**config.mk**
```make
export PLATFORM = sky130hd
export DESIGN_NAME = seq_count_3b_bin_up_dn_flat
export DESIGN_NICKNAME = d
export VERILOG_FILES = /design/src/rtl/seq_count_3b_bin_up_dn_pkg.sv /design/src/rtl/seq_count_3b_bin_up_dn_if.sv /design/src/rtl/seq_count_3b_bin_up_dn.sv /design/src/flat_wrapper.sv
export SDC_FILE = /design/constraint.sdc
export NUM_CORES = 1
export LEC_CHECK = 0
export ABC_AREA = 0
export CAP_MARGIN = 20
export CORE_AREA = 2 2 39 41
export CTS_BUF_LIST = sky130_fd_sc_hd__clkbuf_16
export CTS_CLUSTER_DIAMETER = 150
export DETAILED_ROUTE_END_ITERATION = 10
export DIE_AREA = 0 0 41 43
export GPL_ROUTABILITY_DRIVEN = 0
export GPL_TIMING_DRIVEN = 0
export RECOVER_POWER = 100
export SYNTH_ARGS = -nofsm -noshare
export SYNTH_HDL_FRONTEND = slang
export SYNTH_SLANG_ARGS = --single-unit
```
**constraint.sdc**
```tcl
create_clock -name clk -period 1.15 [get_ports clk]
set_input_delay 0.23 -clock clk [delete_from_list [all_inputs] [get_ports clk]]
set_output_delay 0.23 -clock clk [all_outputs]
set_load 0.1 [all_outputs]
```
**src/rtl/seq_count_3b_bin_up_dn_pkg.sv**
```systemverilog
// Shared constants and the direction encoding for the 3-bit up/down counter.
package seq_count_3b_bin_up_dn_pkg;

  localparam int COUNT_W = 3;
  localparam logic [COUNT_W-1:0] COUNT_RESET = 3'd0;
  localparam logic [COUNT_W-1:0] COUNT_ONE   = 3'd1;

  typedef enum logic {
    UP = 1'b0,
    DN = 1'b1
  } dir_e;

  // Modulo-8 step; the carry or borrow out of the top bit is simply dropped.
  function automatic logic [COUNT_W-1:0] stepCount(input logic [COUNT_W-1:0] cnt,
                                                   input dir_e dir);
    return (dir == DN) ? (cnt - COUNT_ONE) : (cnt + COUNT_ONE);
  endfunction

endpackage

```
**src/rtl/seq_count_3b_bin_up_dn_if.sv**
```systemverilog
// Direction-select input and count output of the counter, bundled for the parent.
interface seq_count_3b_bin_up_dn_if;
  import seq_count_3b_bin_up_dn_pkg::*;

  logic               op;
  logic [COUNT_W-1:0] out;

  modport master (output op, input out);
  modport slave  (input op, output out);

endinterface

```
**src/rtl/seq_count_3b_bin_up_dn.sv**
```systemverilog
// 3-bit binary counter stepping up (op=0) or down (op=1) on every clock edge, wrapping mod 8.
module seq_count_3b_bin_up_dn
  import seq_count_3b_bin_up_dn_pkg::*;
(
  input  logic                  clk,
  input  logic                  reset,
  seq_count_3b_bin_up_dn_if.slave bus
);

  logic [COUNT_W-1:0] r_cnt;
  logic [COUNT_W-1:0] w_cntNext;

  always_comb begin
    w_cntNext = stepCount(r_cnt, dir_e'(bus.op));
  end

  // No enable: the count moves on every edge once reset is released.
  always_ff @(posedge clk or posedge reset) begin
    if (reset) begin
      r_cnt <= COUNT_RESET;
    end else begin
      r_cnt <= w_cntNext;
    end
  end

  assign bus.out = r_cnt;

endmodule

```
**src/flat_wrapper.sv**
```systemverilog
// flat-port wrapper written by rule: the top's interface ports become plain ports
module seq_count_3b_bin_up_dn_flat import seq_count_3b_bin_up_dn_pkg::*;
  (clk, reset, bus_op, bus_out);
  seq_count_3b_bin_up_dn_if bus_i ();
  input  logic clk;
  input  logic reset;
  input wire logic [$bits(bus_i.op)-1:0] bus_op;
  output wire logic [$bits(bus_i.out)-1:0] bus_out;
  assign bus_i.op = bus_op;
  assign bus_out = bus_i.out;
  seq_count_3b_bin_up_dn u_core (.clk(clk), .reset(reset), .bus(bus_i));
endmodule
```
# Word-level counts from Yosys, hierarchy flattened
# Index checks and enable logic that the tools add are counted.
# word_totals
ff_bits	3
inputBits	3
word_cells	4
# op_classes
add_sub_neg	2
mux	1
# op_table
op	n
$add A3 B1 Y3 const B	1
$mux W3	1
$sub A3 B1 Y3 const B	1

# Logic depth before layout (Yosys ltp)
# Gate-level depths: netlist of run 1.
# depth
word_depth	2
mapped_depth	3

# Worst setup path before layout of run 1
# OpenSTA, ideal clock, no wires.
# synth_timing
kind	register to register
startpoint	reg u_core.r_cnt[0], in the netlist u_core.bus.out[0]
endpoint	reg u_core.r_cnt[2], in the netlist u_core.bus.out[2]
setup_time_ns	0.135
arrival_time_ns	1.700
path_slack_ns	-0.685
stages_incl_launch_ff	4
path_buffers	0
path_cell_list	dfrtp_1 inv_1 fa_1 xnor3_1
# synth_between
elab_chain_len	2
elab_cells_between_ends	3
# synth_rtl
item	line_no	source
from (decl)	seq_count_3b_bin_up_dn.sv:10	logic [COUNT_W-1:0] r_cnt;
from (signal assigned)	seq_count_3b_bin_up_dn.sv:22	r_cnt <= w_cntNext;
$add A3 B1 Y3 or $sub A3 B1 Y3 (tied branches)	seq_count_3b_bin_up_dn_pkg.sv:16	return (dir == DN) ? (cnt - COUNT_ONE) : (cnt + COUNT_ONE);
$mux W3 (*)	seq_count_3b_bin_up_dn_pkg.sv:16	
net u_core.w_cntNext[2]	seq_count_3b_bin_up_dn.sv:11	logic [COUNT_W-1:0] w_cntNext;
# The timed path passes the listed nets; every way through them passes the cells marked *.

# Worst setup path in the final report of run 1
# layout_timing
startpoint	reg u_core.r_cnt[0], in the netlist u_core.bus.out[0]
endpoint	out bus_out[0]
# layout_rtl
item	line_no	source
to (decl)	flat_wrapper.sv:8	output wire logic [$bits(bus_i.out)-1:0] bus_out;
# No word-level cell between the ends.

==> results.json, run 1 <==
{
  "status": "finished, final reports clean",
  "clock_sinks": 3,
  "avgSynthCellArea_um2": 13.6,
  "fin_util_pct": 21.3,
  "route.vias.total": 91,
  "grt_pass1_wl_um": 365,
  "rsz0062_at_grt": "false",
  "crit-reg2reg-capture": "u_core.bus.out[1]$_DFF_PP0_",
  "synth.most_common_cell": "inv_1",
  "synth_seq_cells": 3,
  "synthCells": 10,
  "r2r-start": "u_core.bus.out[1]$_DFF_PP0_",
  "placed_area_um2": 218,
  "drc": 0,
  "yosysTopAreaCellShare_pct": 55.0,
  "yosys-top-cells-count": "5 x inv_1, 3 x dfrtp_1, 1 x fa_1, 1 x xnor3_1",
  "setup_viol": 0,
  "grtUsageTotal_pct": 4.24,
  "rows": 14,
  "drt-total-wl_um": 254,
  "period_share_pct": 96.9,
  "cpLargestDelayFamily": "flip-flops",
  "cts_buffers": 3,
  "yosysSeqAreaShare_pct": 55.0,
  "routedWlPerCell_um": 7.26,
  "ys_warn_count": 0,
  "period_minus_slack_ns": 1.11,
  "first_iter_violations": 1,
  "firstDrtPassIters": 2,
  "post_cts_buffers": 0,
  "required_ns": 0.92,
  "slew_headroom_pct": 81.6,
  "cts_htree_levels": 1,
  "grt_pass1_vias": 108,
  "drive_above_1_share_pct": 63.2,
  "synth_top_cells_by_area": "dfrtp_1 55%, xnor3_1 17%, fa_1 15%, inv_1 14%",
  "synth_cell_types": 4,
  "crit_fanout": 2,
  "dp_hpwl_um": 179,
  "maxCapViolations": 0,
  "cts_buffer_depth": 2,
  "synth.cell_area_um2": 136,
  "io-pin-count": 6,
  "cts.root.buffer_cell": "clkbuf_16",
  "cts_tree": "done",
  "finalNetCount": 24,
  "skew_ns": 0.00110,
  "end_kind": "primary output",
  "tightest_slew_ns": 0.278,
  "cp_slowest_cell": "dfrtp_4",
  "crit_type": "flip-flop to primary output",
  "port_buffers": 5,
  "setup.worst_path.start_class": "flip-flop",
  "fmax_mhz": 898,
  "final_antenna_net_count": 0,
  "synth_top_flop_cell": "dfrtp_1",
  "stdcell_area_um2": 295,
  "via_per_inst": 2.60,
  "die_x_um": 41,
  "synth_top_cell_by_area": "dfrtp_1",
  "synthesis.nets": 14,
  "critPathBufInv": 1,
  "hold_viol": 0,
  "fp.dieH_um": 43,
  "slowest_delay_ns": 0.47,
  "crit_chain": "buf_6",
  "antenna_cells": 0,
  "async_flop_share_pct": 100,
  "core_region_area_um2": 1380,
  "synth_edf_count": 0,
  "grt_start_max_net_pins": 4,
  "die_area_um2": 1760,
  "clock_latency_ns": 0.22,
  "reg2reg_depth": 3,
  "hp-class": "primary input to async pin",
  "largest_register_ffs": 3,
  "cp.arrival_ns": 0.88,
  "hold_buffers": 0,
  "gr-total-overflow": 0,
  "initial_core_util_pct": 9.86,
  "slew_viol_final": 0,
  "antenna_found_initial": 0,
  "rrSetupSlack_ns": 0.04,
  "synthToLayoutAreaGrowth_pct": 117,
  "path_clk_slew_ns": 0.03
}
-- worst max path at each step --
stage                                start                           to  slack [ns]  cells after the start
2_1_floorplan  u_core.bus.out[1]$_DFF_PP0_  u_core.bus.out[1]$_DFF_PP0_       -0.18                      3
3_3_place_gp   u_core.bus.out[0]$_DFF_PP0_                   bus_out[0]       -0.59                      1
3_5_place_dp   u_core.bus.out[0]$_DFF_PP0_                   bus_out[0]       -0.60                      1
4_1_cts        u_core.bus.out[0]$_DFF_PP0_                   bus_out[0]        0.03                      1
5_1_grt        u_core.bus.out[0]$_DFF_PP0_  u_core.bus.out[1]$_DFF_PP0_        0.01                      3
6_report       u_core.bus.out[0]$_DFF_PP0_                   bus_out[0]        0.04                      1
-- layout by cell type, fill, tap and decap left out --
master,count
inv_2,2
xnor3_1,1
dfrtp_4,2
dlygate4sd2_1,1
buf_4,1
buf_6,2
fa_2,1
clkbuf_16,3
dfrtp_2,1
dlygate4sd3_1,1
inv_1,4
-- stage by stage --
step,setup slack (ns),instances,setup TNS (ns),hold WS [ns]
final,0.0361,35,0,0.317
after global routing,0.0147,35,0,0.330
after CTS,0.0297,35,0,0.185
after detailed placement,-0.598,31,-2.44,0.411
after global placement,-0.593,31,-2.45,0.412
after floorplan,-0.179,10,-0.339,-0.0164
-- cell families after synthesis --
group	share of synthesized area, %
XOR/XNOR	16.5
adder cells (fa/ha/maj)	14.7
buffers and inverters	13.8
flip-flops	55.0
-- metal layers --
layer  vias to the layer above  wire (um)  GRT usage [%]
met5                         -          0              0
met4                         0          6           8.00
met3                         2         49           4.71
met2                         6        112           4.06
met1                        40         86           2.61
li1                         43          -              -
-- repair_timing --
action                                  4_1_cts  5_1_grt
endpoints found under the hold margin         0        0
resized for setup                            21        0
endpoints found under the setup margin        5        0
-- area by class of cell --
class                           instances  area [um^2]
Fill cell                             157         1090
Clock buffer                            3         75.1
Inverter                                5         18.8
Timing Repair Buffer                    5         48.8
Tap cell                               16         20.0
Clock inverter                          1         3.75
Multi-Input combinational cell          2         45.0
Sequential cell                         3         83.8
Power of run 1 is not shown: default switching activity piles up to over one toggle a cycle in this logic, so the estimate is an artifact.
==> run 2: changes to the inputs <==
Settings changed: ABC_AREA 0 to 1.
==> results.json, run 2 <==
{
  "period_share_pct": 101,
  "synth-xor-area-share_pct": 0,
  "crit_chain": "buf_4",
  "fmax_mhz": 864,
  "synth.cell_area_um2": 148,
  "cp.arrival_ns": 0.93,
  "setup.worst_path.start_class": "flip-flop",
  "hold_buffers": 0,
  "synthToLayoutAreaGrowth_pct": 106,
  "synth_seq_cells": 3,
  "rrSetupSlack_ns": -0.008,
  "final_antenna_net_count": 0,
  "route.vias.total": 128,
  "dpl.cell_count": 38,
  "grt_start_max_net_pins": 4,
  "hold_viol": 0,
  "setup_ws_ns": -0.00785,
  "slew_headroom_pct": 81.6,
  "cpLargestDelayFamily": "flip-flops",
  "finalNetCount": 31,
  "cts_htree_levels": 1,
  "drc": 0,
  "antenna_cells": 0,
  "synthesis.nets": 21,
  "cts.root.buffer_cell": "clkbuf_16",
  "fp.dieH_um": 43,
  "synth_top_family_by_area": "simple AND/OR/NAND/NOR gates",
  "grtUsageTotal_pct": 6.45,
  "post_cts_buffers": 0,
  "die_x_um": 41,
  "crit-reg2reg-capture": "u_core.bus.out[2]$_DFF_PP0_",
  "yosys-top-cells-count": "6 x inv_1, 4 x nand2_1, 3 x dfrtp_1",
  "rsz0062_at_grt": "true",
  "core_region_area_um2": 1380,
  "grt_pass1_wl_um": 558,
  "synth_cell_types": 7,
  "end_kind": "primary output",
  "port_buffers": 5,
  "yosysTopAreaCellShare_pct": 50.8,
  "synth.most_common_cell": "inv_1",
  "cts_tree": "done",
  "drive_above_1_share_pct": 57.7,
  "grt_pass1_vias": 157,
  "hp-class": "primary input to async pin",
  "synth_compound_area_share_pct": 0,
  "avgSynthCellArea_um2": 8.68,
  "ys_warn_count": 0,
  "tightest_slew_ns": 0.278,
  "failed_checks": "setup timing",
  "die_area_um2": 1760,
  "antenna_found_initial": 0,
  "cp_slowest_cell": "dfrtp_4",
  "critPathBufInv": 1,
  "largest_register_ffs": 3,
  "routedWlPerCell_um": 7.74,
  "synth_mux_area_share_pct": 0,
  "synth_top_cell_by_area": "dfrtp_1",
  "gr-total-overflow": 0,
  "synth_top_cells_by_area": "dfrtp_1 51%, inv_1 15%, fa_1 14%, nand2_1 10%, nand2_2 4.2%",
  "period_minus_slack_ns": 1.16,
  "maxCapViolations": 0,
  "postCtsResizedCells": 20,
  "final_cells": 42,
  "path_clk_slew_ns": 0.03,
  "cts_buffer_depth": 2,
  "status": "finished, violations left",
  "synth_edf_count": 0,
  "first_iter_violations": 2,
  "synth-simple-area-share_pct": 17.8,
  "clock_sinks": 3,
  "synth_fa_ha_area_share_pct": 13.6,
  "slew_viol_final": 0,
  "reg2reg_depth": 6,
  "io-pin-count": 6,
  "slowest_delay_ns": 0.46,
  "r2r-start": "u_core.bus.out[1]$_DFF_PP0_",
  "final_cell_mix": "4 x inv_2, 4 x inv_1, 3 x nand2_1, 3 x clkbuf_16",
  "skew_ns": 0.000593,
  "drt-total-wl_um": 325,
  "required_ns": 0.92,
  "crit_fanout": 2,
  "fin_util_pct": 22.0,
  "synth_top_flop_cell": "dfrtp_1",
  "synthCells": 17,
  "yosysSeqAreaShare_pct": 50.8,
  "initial_core_util_pct": 10.7,
  "cts_buffers": 3,
  "async_flop_share_pct": 100,
  "clock_latency_ns": 0.22,
  "dp_hpwl_um": 237,
  "crit_type": "flip-flop to primary output",
  "via_per_inst": 3.05,
  "rows": 14,
  "firstDrtPassIters": 2,
  "setup_viol": 2,
  "whs_ns": 0.316
}
-- run 2: cell types whose count changed after synthesis, sizes merged --
cell and delta:
nand2 +5, inv +2, nand3 +1, xnor3 -1
-- run 2: final cells by class --
class,instances,area (um^2)
clock buffer,3,75.1
clock inverter,1,3.75
fill,158,1080
inverter,7,26.3
multi-input combinational,7,51.3
sequential,3,82.6
tap,16,20.0
timing repair buffer,5,45.0
-- run 2: per-layer routing --
layer	vias up	global-route usage, %	part of all wire [%]
met5	-	0	0
met4	0	14.0	7.1
met3	3	4.71	7.7
li1	62	-	-
met1	56	4.56	34
met2	7	6.25	51
-- run 2: worst max path at each step --
stage	startpoint	endpoint	slack (ns)	cells after the start
final	u_core.bus.out[1]$_DFF_PP0_	bus_out[1]	-0.008	1
after global routing	u_core.bus.out[1]$_DFF_PP0_	u_core.bus.out[2]$_DFF_PP0_	-0.08	6
after CTS	u_core.bus.out[1]$_DFF_PP0_	u_core.bus.out[2]$_DFF_PP0_	-0.02	6
after detailed placement	u_core.bus.out[1]$_DFF_PP0_	bus_out[1]	-0.60	1
after global placement	u_core.bus.out[1]$_DFF_PP0_	bus_out[1]	-0.59	1
after floorplan	u_core.bus.out[1]$_DFF_PP0_	u_core.bus.out[2]$_DFF_PP0_	-0.22	7
-- run 2: cell families (layout without fill, tap and decap cells) --
group | after synthesis | count (layout)
buffers and inverters | 7 | 16
and+or+nand+nor | 6 | 6
adders and majority gates | 1 | 1
DFF | 3 | 3
-- run 2: through the flow --
stage	area [um^2]	setup TNS, ns	setup WS [ns]
floorplan	158	-0.401	-0.222
global placement	228	-2.45	-0.594
detailed placement	228	-2.53	-0.599
CTS	302	-0.0353	-0.0242
global route	304	-0.121	-0.0765
finish	304	-0.0133	-0.00785
Power of run 2 is left out for the same reason.
==> edit 1 (flow settings as in run 1) <==
The package constant `COUNT_W` goes from 3 to 5.
--- a/src/rtl/seq_count_3b_bin_up_dn_pkg.sv
+++ b/src/rtl/seq_count_3b_bin_up_dn_pkg.sv
@@ -2,5 +2,5 @@
 package seq_count_3b_bin_up_dn_pkg;
 
-  localparam int COUNT_W = 3;
+  localparam int COUNT_W = 5;
   localparam logic [COUNT_W-1:0] COUNT_RESET = 3'd0;
   localparam logic [COUNT_W-1:0] COUNT_ONE   = 3'd1;
Ports: changed (resized bus_out); port bits go from 6 to 8. The function was not compared with the original's and may differ.
==> edit 1 against run 1 <==
The run now ends with setup timing left; global-route usage up 5.0 points; cell area up 56%; wire length up 110%; sequential cell count up 2; area after synthesis up 100%; setup slack worse by 210 ps; worst hold slack better by 33 ps; highest routed layer unchanged.
Power is not shown: default switching activity piles up to over one toggle a cycle in this logic, so the estimate is an artifact.
==> edit 1: results (changes against run 1) <==
- First-pass GRT wire length: 952 um (was 365 um)
- GR Layer Usage met3: 9.42% (was 4.71%)
- Xor-xnor portion of the synthesized cell area: 12.7% (was 16.5%)
- Worst setup slack after layout: -172 ps (was 36.1 ps)
- Largest net degree at the start of global routing: 6 (was 4)
- Global Route Usage Sum: 9.28% (was 4.24%)
- Synth area leaders: dfrtp_1 45%, ha_1 14%, xnor2_1 13% (was dfrtp_1 55%, xnor3_1 17%, fa_1 15%)
- Non-Clock Buffer Area Fraction: 13.6% (was 16.5%)
- Slew headroom: 68.0% (was 81.6%)
- Area Growth Syn to Fin: 66.8% (was 117%)
- Slowest stage delay, CP: 410 ps (was 470 ps)
- Fill cells: 140 (was 157)
- # clock sinks: 5 (was 3)
- Final setup violation count: 3 (was 0)
- Critical path arrival: 1460 ps (was 880 ps)
- Share of cells above drive strength 1: 48.6% (was 63.2%)
- Compound-gate portion of the synthesized area: 9.09% (was 0%)
- Post-synth cell types: 9 (was 4)
- Number of flip-flops in the largest register: 5 (was 3)
- Met1 global-route usage: 10.5% (was 2.61%)
- Clk cell area share: 17.2% (was 26.7%)
- Wire per inst: 10.7 um (was 7.26 um)
- Sequential share of the synthesized area: 45.5% (was 55.0%)
- Synth Area in Adders: 20.9% (was 14.7%)
- Status: finished with violations (was finished, final reports clean)
- Max Fanout on Critical Path: 3 (was 2)
- Met3 Wirelength: 65 um (was 49 um)
- Skew final: 1.29 ps (was 1.10 ps)
- Failing checks: setup timing
[edit 1: cell types whose count changed in the layout (fill, tap and decap cells not counted), moves of 2 or more]
cell and change:
a21oi_2 +2, ha_1 +3, nor2_1 +2, xnor2_1 +4
[edit 1: path summary, 6_finish.rpt]
kind / startpoint / to / slack, ps / depth (start not counted)
min reg2reg: u_core.bus.out[0] / u_core.bus.out[0] / 530 / 1
max in group asynchronous: reset / u_core.bus.out[2] / 600 / 2
min in group clk: u_core.bus.out[0] / u_core.bus.out[0] / 530 / 1
max reg2reg: u_core.bus.out[0] / u_core.bus.out[4] / -170 / 5
min: reset / u_core.bus.out[0] / 350 / 2
max: u_core.bus.out[0] / u_core.bus.out[4] / -170 / 5
[edit 1: through the flow]
step / util (%) / setup WS, ps / TNS [ps] / instances
finish: 33.2 / -172 / -467 / 51
detailed placement: 28.0 / -648 / -4970 / 47
global placement: 28.0 / -670 / -5010 / 47
CTS: 33.1 / -168 / -484 / 51
global route: 33.2 / -215 / -643 / 51
floorplan: - / -338 / -951 / 24
==> edit 2 (flow settings as in run 1) <==
Made on the original files. Reset style: synchronous (`reset`), changed in one clocked block.
--- a/src/rtl/seq_count_3b_bin_up_dn.sv
+++ b/src/rtl/seq_count_3b_bin_up_dn.sv
@@ -16,5 +16,5 @@
 
   // No enable: the count moves on every edge once reset is released.
-  always_ff @(posedge clk or posedge reset) begin
+  always_ff @(posedge clk) begin
     if (reset) begin
       r_cnt <= COUNT_RESET;
Function: differs if reset is asserted again (counterexample within 4 cycles, from zero or initial values and one cycle with reset high); with reset held inactive, the same outputs for 10 cycles.
==> edit 2 against run 1 <==
Synthesized cell count rose by 10%; wire length up 2.0%; core utilization down 1.3 points; sequential cell count is the same; area after synthesis fell by 7.3%; worst hold slack better by 110 ps; critical path depth did not move; setup slack better by 11 ps; maximum frequency grew 0.99%; cell area shrank 5.9%; count of clock-buffer cells in the layout unchanged.
==> edit 2: results (changes against run 1) <==
- Status: finished, final reports clean (unchanged)
- Global Route Usage Sum: 4.70% (was 4.24%)
- Placed Cells: 32 (was 31)
- CTS Buf Count: 3 (unchanged)
- Max Fanout on Critical Path: 2 (unchanged)
- Worst setup endpoint: bus_out[1] (was bus_out[0])
- Synth area leaders: dfxtp_1 48%, xor3_1 19%, fa_1 16% (was dfrtp_1 55%, xnor3_1 17%, fa_1 15%)
- Post-Place Setup Slack: -544 ps (was -598 ps)
- Slowest stage delay, CP: 330 ps (was 470 ps)
- Slowest cell on the critical path: dfxtp_4 (was dfrtp_4)
- Peak VDD IR: 459 uV
- Post-synthesis cell count: 11 (was 10)
- Post-CTS Setup Bufs: 0 (unchanged)
- Skew final: 0.720 ps (was 1.10 ps)
- Leakage power: 0.131 nW
- Crit. Startpoint: u_core.bus.out[1] (was u_core.bus.out[0])
- Share of synthesized registers carrying an async set or reset: 0% (was 100%)
- FF-to-FF End: u_core.bus.out[2] (was u_core.bus.out[1])
- Fin crit period: 1100 ps (was 1110 ps)
- Post-DP HPWL: 188 um (was 179 um)
- Slew headroom: 80.0% (was 81.6%)
- Via Count: 105 (was 91)
- Clock transition at the registers of the reported paths: 30 ps (about the same)
- # nets final: 25 (was 24)
- Ant. Diodes: 0 (unchanged)
- Clock Latency Late Sink: 220 ps (about the same)
- Worst r2r src: u_core.bus.out[0] (was u_core.bus.out[1])
- CTS max path bufs: 2 (unchanged)
- Post-synth cell types: 5 (was 4)
- H-Tree Level Count: 1 (unchanged)
- Share of cells above drive strength 1: 60.0% (was 63.2%)
- Commonest cells in the netlist: 3 x dfxtp_1, 3 x inv_1, 3 x nor2_1 (was 5 x inv_1, 3 x dfrtp_1, 1 x fa_1, 1 x xnor3_1)
- Wire per inst: 7.19 um (was 7.26 um)
- First-pass GRT wire length: 365 um (unchanged)
- CP delay by family, top: flip-flops (unchanged)
- Via density: 2.92 (was 2.60)
- Syn_nets: 15 (was 14)
- Root Driver: clkbuf_16 (unchanged)
- Starting DRC count in detailed routing: 0 (was 1)
- Main synth FF type: dfxtp_1 (was dfrtp_1)
- Sequential share of the synthesized area: 47.5% (was 55.0%)
- Port buffer count: 5 (unchanged)
- Initial antenna violation count: 0 (unchanged)
- Reg2reg setup slack: 50 ps
- Worst-case reg-to-reg path depth: 4 (was 3)
- Placement Cell Area: 208 um2 (was 218 um2)
- Drt pass-1 iters: 1 (was 2)
- Min-delay worst type: reg2reg (was in2async)
- Number of flip-flops in the largest register: 3 (unchanged)
- Fin Setup TNS: 0 ps (unchanged)
- Critical path arrival: approximately 870 ps
edit 2: cell types whose count changed after synthesis, sizes merged:
cell          run 1  this run
nor2              0         3
dfxtp             0         3
xnor3             1         0
inv               5         3
xor3              0         1
dfrtp             3         0
edit 2: what timing repair did:
action | 4_1_cts | 5_1_grt
endpoints found under the setup margin | 5 | 0
endpoints found under the hold margin | 0 | 0
hold buffers | 0 | 0
resized for setup | 19 | 0
edit 2: layout make-up:
type | count | area (um2)
clock buffer | 3 | 75.1
tap | 16 | 20.0
fill | 153 | 1110
sequential | 3 | 68.8
timing repair buffer | 5 | 41.3
inverter | 3 | 11.3
clock inverter | 1 | 3.75
multi-input combinational | 5 | 57.6
edit 2: how the worst min path moves through the flow:
stage | start | end | slack, ps | cells after the start
6_report | u_core.bus.out[0] | u_core.bus.out[0] | 430 | 1
3_5_place_dp | u_core.bus.out[0] | u_core.bus.out[0] | 420 | 1
3_3_place_gp | u_core.bus.out[0] | u_core.bus.out[0] | 420 | 1
2_1_floorplan | reset | u_core.bus.out[0] | 290 | 1
4_1_cts | u_core.bus.out[0] | u_core.bus.out[0] | 430 | 1
5_1_grt | u_core.bus.out[0] | u_core.bus.out[0] | 440 | 1
edit 2: logic make-up (layout without fill, tap and decap cells):
group         count (synthesis)  after routing  share of synthesized area [%]
flops                         3              3                           47.5
simple gates                  3              3                           8.91
buf+inv                       3             12                           8.91
fa+ha+maj                     1              1                           15.8
xor+xnor                      1              1                           18.8
edit 2: metal layers:
layer | global-route usage [%] | vias to the layer above | routed length [um] | share of wire, %
met4 | 10.0 | 0 | 24 | 9.3
met1 | 1.59 | 47 | 77 | 30
met3 | 6.28 | 3 | 42 | 16
met5 | 0 | - | 0 | 0
met2 | 4.69 | 7 | 114 | 44
li1 | - | 48 | - | -
edit 2: report_power, final:
group	switching (mW)	leakage [nW]	total (mW)	internal [mW]
clock network	0.0975	0.0423	0.546	0.449
logic	0.152	0.0624	0.214	0.0618
registers	0.00970	0.0264	0.136	0.126
total	0.259	0.131	0.895	0.636
